## src/rtl/serial_sub_pkg.sv

```systemverilog
// Shared types and constants for the bit-serial subtractor.
package serial_sub_pkg;

  localparam int unsigned DEFAULT_WIDTH = 16;

  typedef enum logic [1:0] {
    IDLE,
    RUN,
    DONE
  } state_t;

endpackage

```

## src/rtl/serial_subtractor_if.sv

```systemverilog
// Start/done handshake, operand and result bundle for serial_subtractor.
interface serial_subtractor_if #(
  parameter int unsigned WIDTH = 16
);

  logic             Start;
  logic [WIDTH-1:0] A;
  logic [WIDTH-1:0] B;
  logic [WIDTH-1:0] D;
  logic             Borrow;
  logic             V;
  logic             Z;
  logic             Busy;
  logic             Done;

  // Requester side: issues operands, observes result and status.
  modport master (
    output Start, A, B,
    input  D, Borrow, V, Z, Busy, Done
  );

  // Subtractor side.
  modport slave (
    input  Start, A, B,
    output D, Borrow, V, Z, Busy, Done
  );

endinterface

```

## src/rtl/full_adder.sv

```systemverilog
// One-bit full adder cell shared with the combinational adders.
module full_adder (
  input  logic x,
  input  logic y,
  input  logic z,
  output logic s,
  output logic c
);

  // Sum and carry-out of three input bits.
  always_comb begin
    s = x ^ y ^ z;
    c = (x & y) | (x & z) | (y & z);
  end

endmodule

```

## src/rtl/serial_subtractor.sv

```systemverilog
// Bit-serial two's-complement subtractor: D = A - B, LSB first, one bit per clock,
// computed as A + ~B + 1 through a single full_adder cell.
module serial_subtractor
  import serial_sub_pkg::*;
#(
  parameter int unsigned WIDTH = DEFAULT_WIDTH
) (
  input  logic              Clk,
  input  logic              Reset_n,
  serial_subtractor_if.slave bus
);

  localparam int unsigned CntW = (WIDTH > 1) ? $clog2(WIDTH) : 1;
  localparam logic [CntW-1:0] LastBit = CntW'(WIDTH - 1);

  state_t           state_q, state_d;
  logic [WIDTH-1:0] a_q, a_d;
  logic [WIDTH-1:0] b_q, b_d;
  logic [WIDTH-1:0] d_q, d_d;
  logic [CntW-1:0]  cnt_q, cnt_d;
  logic             carry_q, carry_d;
  logic             borrow_q, borrow_d;
  logic             v_q, v_d;
  logic             z_q, z_d;
  logic             busy_q, busy_d;
  logic             done_q, done_d;

  logic             fa_s;
  logic             fa_c;

  // The preset carry of 1 plus the inverted subtrahend bit forms the two's complement of B.
  full_adder u_full_adder (
    .x (a_q[0]),
    .y (~b_q[0]),
    .z (carry_q),
    .s (fa_s),
    .c (fa_c)
  );

  // Next-state and datapath update for each FSM state.
  always_comb begin
    state_d  = state_q;
    a_d      = a_q;
    b_d      = b_q;
    d_d      = d_q;
    cnt_d    = cnt_q;
    carry_d  = carry_q;
    borrow_d = borrow_q;
    v_d      = v_q;
    z_d      = z_q;

    unique case (state_q)
      IDLE: begin
        if (bus.Start) begin
          state_d  = RUN;
          a_d      = bus.A;
          b_d      = bus.B;
          carry_d  = 1'b1;
          cnt_d    = '0;
          d_d      = '0;
          borrow_d = 1'b0;
          v_d      = 1'b0;
          z_d      = 1'b0;
        end
      end
      RUN: begin
        d_d     = {fa_s, d_q[WIDTH-1:1]};
        a_d     = {1'b0, a_q[WIDTH-1:1]};
        b_d     = {1'b0, b_q[WIDTH-1:1]};
        carry_d = fa_c;
        cnt_d   = cnt_q + 1'b1;
        if (cnt_q == LastBit) begin
          state_d  = DONE;
          borrow_d = ~fa_c;
          // carry_q is the carry into the MSB on this edge.
          v_d      = carry_q ^ fa_c;
          z_d      = (d_d == '0);
        end
      end
      DONE: begin
        state_d = IDLE;
      end
      default: begin
        state_d = IDLE;
      end
    endcase

    busy_d = (state_d != IDLE);
    done_d = (state_d == DONE);
  end

  // FSM, datapath and registered outputs; reset clears everything, dropping any partial result.
  always_ff @(posedge Clk or negedge Reset_n) begin
    if (!Reset_n) begin
      state_q  <= IDLE;
      a_q      <= '0;
      b_q      <= '0;
      d_q      <= '0;
      cnt_q    <= '0;
      carry_q  <= 1'b0;
      borrow_q <= 1'b0;
      v_q      <= 1'b0;
      z_q      <= 1'b0;
      busy_q   <= 1'b0;
      done_q   <= 1'b0;
    end else begin
      state_q  <= state_d;
      a_q      <= a_d;
      b_q      <= b_d;
      d_q      <= d_d;
      cnt_q    <= cnt_d;
      carry_q  <= carry_d;
      borrow_q <= borrow_d;
      v_q      <= v_d;
      z_q      <= z_d;
      busy_q   <= busy_d;
      done_q   <= done_d;
    end
  end

  assign bus.D      = d_q;
  assign bus.Borrow = borrow_q;
  assign bus.V      = v_q;
  assign bus.Z      = z_q;
  assign bus.Busy   = busy_q;
  assign bus.Done   = done_q;

endmodule

```

## src/flat_wrapper.sv

```systemverilog
// flat-port wrapper written by rule: the top's interface ports become plain ports
module serial_subtractor_flat import serial_sub_pkg::*;
#(
  parameter int unsigned WIDTH = DEFAULT_WIDTH
)
  (Clk, Reset_n, bus_Start, bus_A, bus_B, bus_D, bus_Borrow, bus_V, bus_Z, bus_Busy, bus_Done);
  serial_subtractor_if #(.WIDTH(WIDTH)) bus_i ();
  input  logic Clk;
  input  logic Reset_n;
  input wire logic [$bits(bus_i.Start)-1:0] bus_Start;
  input wire logic [$bits(bus_i.A)-1:0] bus_A;
  input wire logic [$bits(bus_i.B)-1:0] bus_B;
  output wire logic [$bits(bus_i.D)-1:0] bus_D;
  output wire logic [$bits(bus_i.Borrow)-1:0] bus_Borrow;
  output wire logic [$bits(bus_i.V)-1:0] bus_V;
  output wire logic [$bits(bus_i.Z)-1:0] bus_Z;
  output wire logic [$bits(bus_i.Busy)-1:0] bus_Busy;
  output wire logic [$bits(bus_i.Done)-1:0] bus_Done;
  assign bus_i.Start = bus_Start;
  assign bus_i.A = bus_A;
  assign bus_i.B = bus_B;
  assign bus_D = bus_i.D;
  assign bus_Borrow = bus_i.Borrow;
  assign bus_V = bus_i.V;
  assign bus_Z = bus_i.Z;
  assign bus_Busy = bus_i.Busy;
  assign bus_Done = bus_i.Done;
  serial_subtractor #(.WIDTH(WIDTH)) u_core (.Clk(Clk), .Reset_n(Reset_n), .bus(bus_i));
endmodule
```

## config.mk

```make
export PLATFORM = sky130hd
export DESIGN_NAME = serial_subtractor_flat
export DESIGN_NICKNAME = d
export VERILOG_FILES = /design/src/rtl/serial_sub_pkg.sv /design/src/rtl/serial_subtractor_if.sv /design/src/rtl/full_adder.sv /design/src/rtl/serial_subtractor.sv /design/src/flat_wrapper.sv
export SDC_FILE = /design/constraint.sdc
export NUM_CORES = 1
export LEC_CHECK = 0
export BUFFER_PORTS_ARGS = -buffer_cell sky130_fd_sc_hd__buf_2
export CAP_MARGIN = 20
export CORE_ASPECT_RATIO = 1.1
export CORE_MARGIN = 2
export CORE_UTILIZATION = 47
export CTS_CLUSTER_SIZE = 8
export DETAILED_ROUTE_END_ITERATION = 12
export PLACE_DENSITY = 0.67
export SYNTH_ARGS = -nofsm -noshare
export SYNTH_HDL_FRONTEND = slang
export SYNTH_SLANG_ARGS = --single-unit
```

## constraint.sdc

```tcl
create_clock -name Clk -period 1.7 [get_ports Clk]
set_clock_uncertainty 0.05 [all_clocks]
set_input_delay 0.17 -clock Clk [delete_from_list [all_inputs] [get_ports Clk]]
set_output_delay 0.17 -clock Clk [all_outputs]
set_load 0.02 [all_outputs]
```

==> summary.md <==
| Metric | Value |
|---|---|
| Outcome | `complete, no violations` |
| Yosys top cell area share | `0.544` |
| Clk slew on worst S/H paths | `about 0.07 ns` |
| Final Hold Viols | `0` |
| Post-cts gate resize count | `0` |
| Input/output buffers | `55` |
| DIE HEIGHT | `84.4 um` |
| Synth top area cells | `dfrtp_1 (54%), a22oi_1 (8.2%), nor2b_1 (7.3%)` |
| Critical path's slowest cell | `fa_1` |
| Max H-tree Level | `3` |
| Filler cells | `approximately 500` |
| Row count | `29` |
| Biggest area consumer among synthesized cells | `dfrtp_1` |
| Post-DRT Antenna Nets | `0` |
| Post-DP HPWL | `approximately 4200 um` |
| Slew HR | `0.641` |
| Vias | `about 2.2k` |
| Worst path required time | `between 1.5 and 2 ns` |
| Maxcap violations | `0` |
| Final period utilization | `0.860` |
| Starting density of the core | `0.481` |
| Clock Path Buffers | `2` |
| Hold WC Path Type | `in -> reg` |
| Post-CTS setup buffer count | `0` |
| Multi-input logic area | `between 0.001 and 0.0015 mm^2` |
| # DRC | `0` |
| Clk sinks | `60` |
| Layout cells sized above 1 | `0.263` |
| Clk_lat worst skew | `0.34 ns` |
| Seq/Total Area, Yosys | `0.544` |
| Synth warn | `0` |
| Clock Tree Root | `clkbuf_8` |
| Final min period | `1.46 ns` |
| Leakage | `approximately 1.5 nW` |
| Mapped Cells | `262` |
| Element type at the critical path end | `flip-flop` |
| Full die area | `between 0.006 and 0.007 mm^2` |
| Slew Limit Fails | `0` |
| Pwr/cell area | `1810 mW/mm^2` |
| Gpl congestion | `0.788` |
| Initial drt markers | `129` |
| CP delay by family, top | `adder cells` |
| First-pass GRT wire length | `around 11000 um` |
| EDFF count, synth | `0` |
| Antenna diodes | `0` |
| Grt total ovfl | `0` |
| CP Capture Point | `u_core.bus.Z` |
| Max frequency | `approximately 0.68 GHz` |
| Core area | `about 0.0057 mm^2` |
| Reg2reg path depth | `5` |
| Io pins | `56` |
| Total Power | `approximately 6.1 mW` |
| Number of global-route vias before repair | `roughly 2.2k` |
| P&R area growth vs syn | `21.8%` |
| Final net count | `between 300 and 400` |
| Worst VDD drop | `1.19 mV` |
| Post-synthesis net count | `between 200 and 300` |
| Vias per cell | `5.54` |
| Buf/Inv on CP | `1` |
| CTS tree | `built` |
| Largest net degree at the start of global routing | `34` |
| Cts bufs inserted | `9` |
| R2R Path Start | `u_core.b_q[0]` |
| Worst-Margin Slew | `roughly 0.54 ns` |
| R2R setup slack | `approximately 0.24 ns` |
| Ys async rst share | `1.00` |
| Setup Viol. Count Final | `0` |
| Most frequent cell after synthesis | `dfrtp_1` |
| Register area | `approximately 0.0015 mm^2` |
| First-pass DRT Iterations | `4` |
| Critical path's largest stage delay | `roughly 0.44 ns` |
| Cell count along the critical path | `5` |
| Worst Setup Start Kind | `flip-flop` |
| Fin util | `0.586` |
| Top cells by count, synth | `dfrtp_1 (60), nor2b_1 (32), a21oi_1 (31)` |
| TNS Setup | `0 ns` |
| Mapped Area | `roughly 0.0028 mm^2` |
| Post-synthesis cell type count | `29` |
| DR WL/cell | `15.6 um` |
| Top_reg_cell synth | `dfrtp_1` |
| Initial antenna violation count | `0` |
| Post-synthesis area per instance | `10.5 um^2` |
| Critical path class | `reg -> reg` |
| #FFs+latches synth | `60` |
| Worst-path cell chain | `inv_1 > fa_1 > nor4_1 > nand4_1 > mux2i_1` |
| Crit-path max FO | `2` |
| Final wirelength | `approximately 6200 um` |
| Die width | `about 77 um` |
| RSZ-0062 raised after global routing | `no` |
| CP startpoint | `u_core.b_q[0]` |
| WP data arrival | `1.67 ns` |
| RR Endpoint | `u_core.bus.Z` |
| Total GRT Usage | `0.213` |
==> state kept, by name (all words and copies together), names as in the netlist <==
register / count
u_core.bus.D: 16
u_core.bus.V: 1
u_core.a_q: 16
u_core.bus.Z: 1
u_core.carry_q: 1
u_core.bus.Done: 1
u_core.b_q: 16
u_core.cnt_q: 4
u_core.state_q: 2
u_core.bus.Busy: 1
u_core.bus.Borrow: 1
==> layer usage <==
layer / share of wire / GRT usage / up-vias
li1: - / - / 1078
met1: 0.49 / 0.293 / 1069
met2: 0.45 / 0.317 / 62
met3: 0.043 / 0.0355 / 7
met4: 0.016 / 0.131 / 0
met5: 0 / 0 / -
==> placed cells by master (no fill, tap or decap), drive strengths merged, types with 3 or more instances in the layout <==
master  netlist  layout
o21ai        38      38
nor2b        32      32
nor4          4       4
a22oi        30      30
a22o         18      18
dfrtp        60      60
nor2          3       3
mux2i         3       3
buf          12      66
clkbuf       10      12
nand2         4       4
a21oi        31      31
==> worst reg2reg max path: cells and delay by family, from the launching register on <==
kind / cells / cell delay [ns]
adder cells (fa/ha/maj): 1 / 0.44
buffers and inverters: 1 / 0.10
flip-flops: 1 / 0.38
multiplexers: 1 / 0.14
AND/OR/NAND/NOR: 2 / 0.28
==> kinds of logic after synthesis <==
group,count (synthesis),synth area share
AOI/OAI and AO/OA,121,0.277
DFF,60,0.544
and+or+nand+nor,50,0.108
buffers and inverters,24,0.0408
muxes,4,0.0150
adders and majority gates,2,0.0118
xor gates and xnor gates,1,0.00317
==> what timing repair did <==
action / CTS / global route
endpoints found under the setup margin: 0 / 0
hold buffers: 1 / 0
hold endpoints to repair: 19 / 0
==> how the worst min path moves through the flow <==
stage                   start             end  slack, ns  cells past startpoint
CTS                 bus_A[12]  u_core.a_q[12]       0.02                      3
floorplan             Reset_n   u_core.a_q[0]      -0.18                      0
global route         bus_A[3]   u_core.a_q[3]       0.04                      3
finish               bus_B[3]   u_core.b_q[3]       0.05                      3
global placement      Reset_n   u_core.b_q[5]       0.14                      1
detailed placement    Reset_n  u_core.a_q[15]       0.13                      1
==> cell type report <==
cell class              count  share of cell area
repair buffers             67               0.121
inverters                   2             0.00223
well taps                  77              0.0287
clock inverters             4              0.0141
multi-input cells         178               0.342
clock buffers              12              0.0461
flip-flops and latches     60               0.447
==> power breakdown <==
group	internal (mW)	switching, mW
logic	1.04	1.27
registers	1.98	0.489
clock network	0.752	0.542
total	3.77	2.30
==> through the flow <==
stage | cell area, um^2 | std cells | setup slack [ns] | hold WS [ns]
final | 3360 | 400 | 0.238 | 0.0469
after floorplan | 2760 | 262 | 0.322 | -0.176
after detailed placement | 3150 | 383 | 0.227 | 0.135
after CTS | 3360 | 400 | 0.216 | 0.0209
after global placement | 3150 | 383 | 0.246 | 0.142
after global routing | 3360 | 400 | 0.134 | 0.0446
Power figures use the tool's default switching activity.
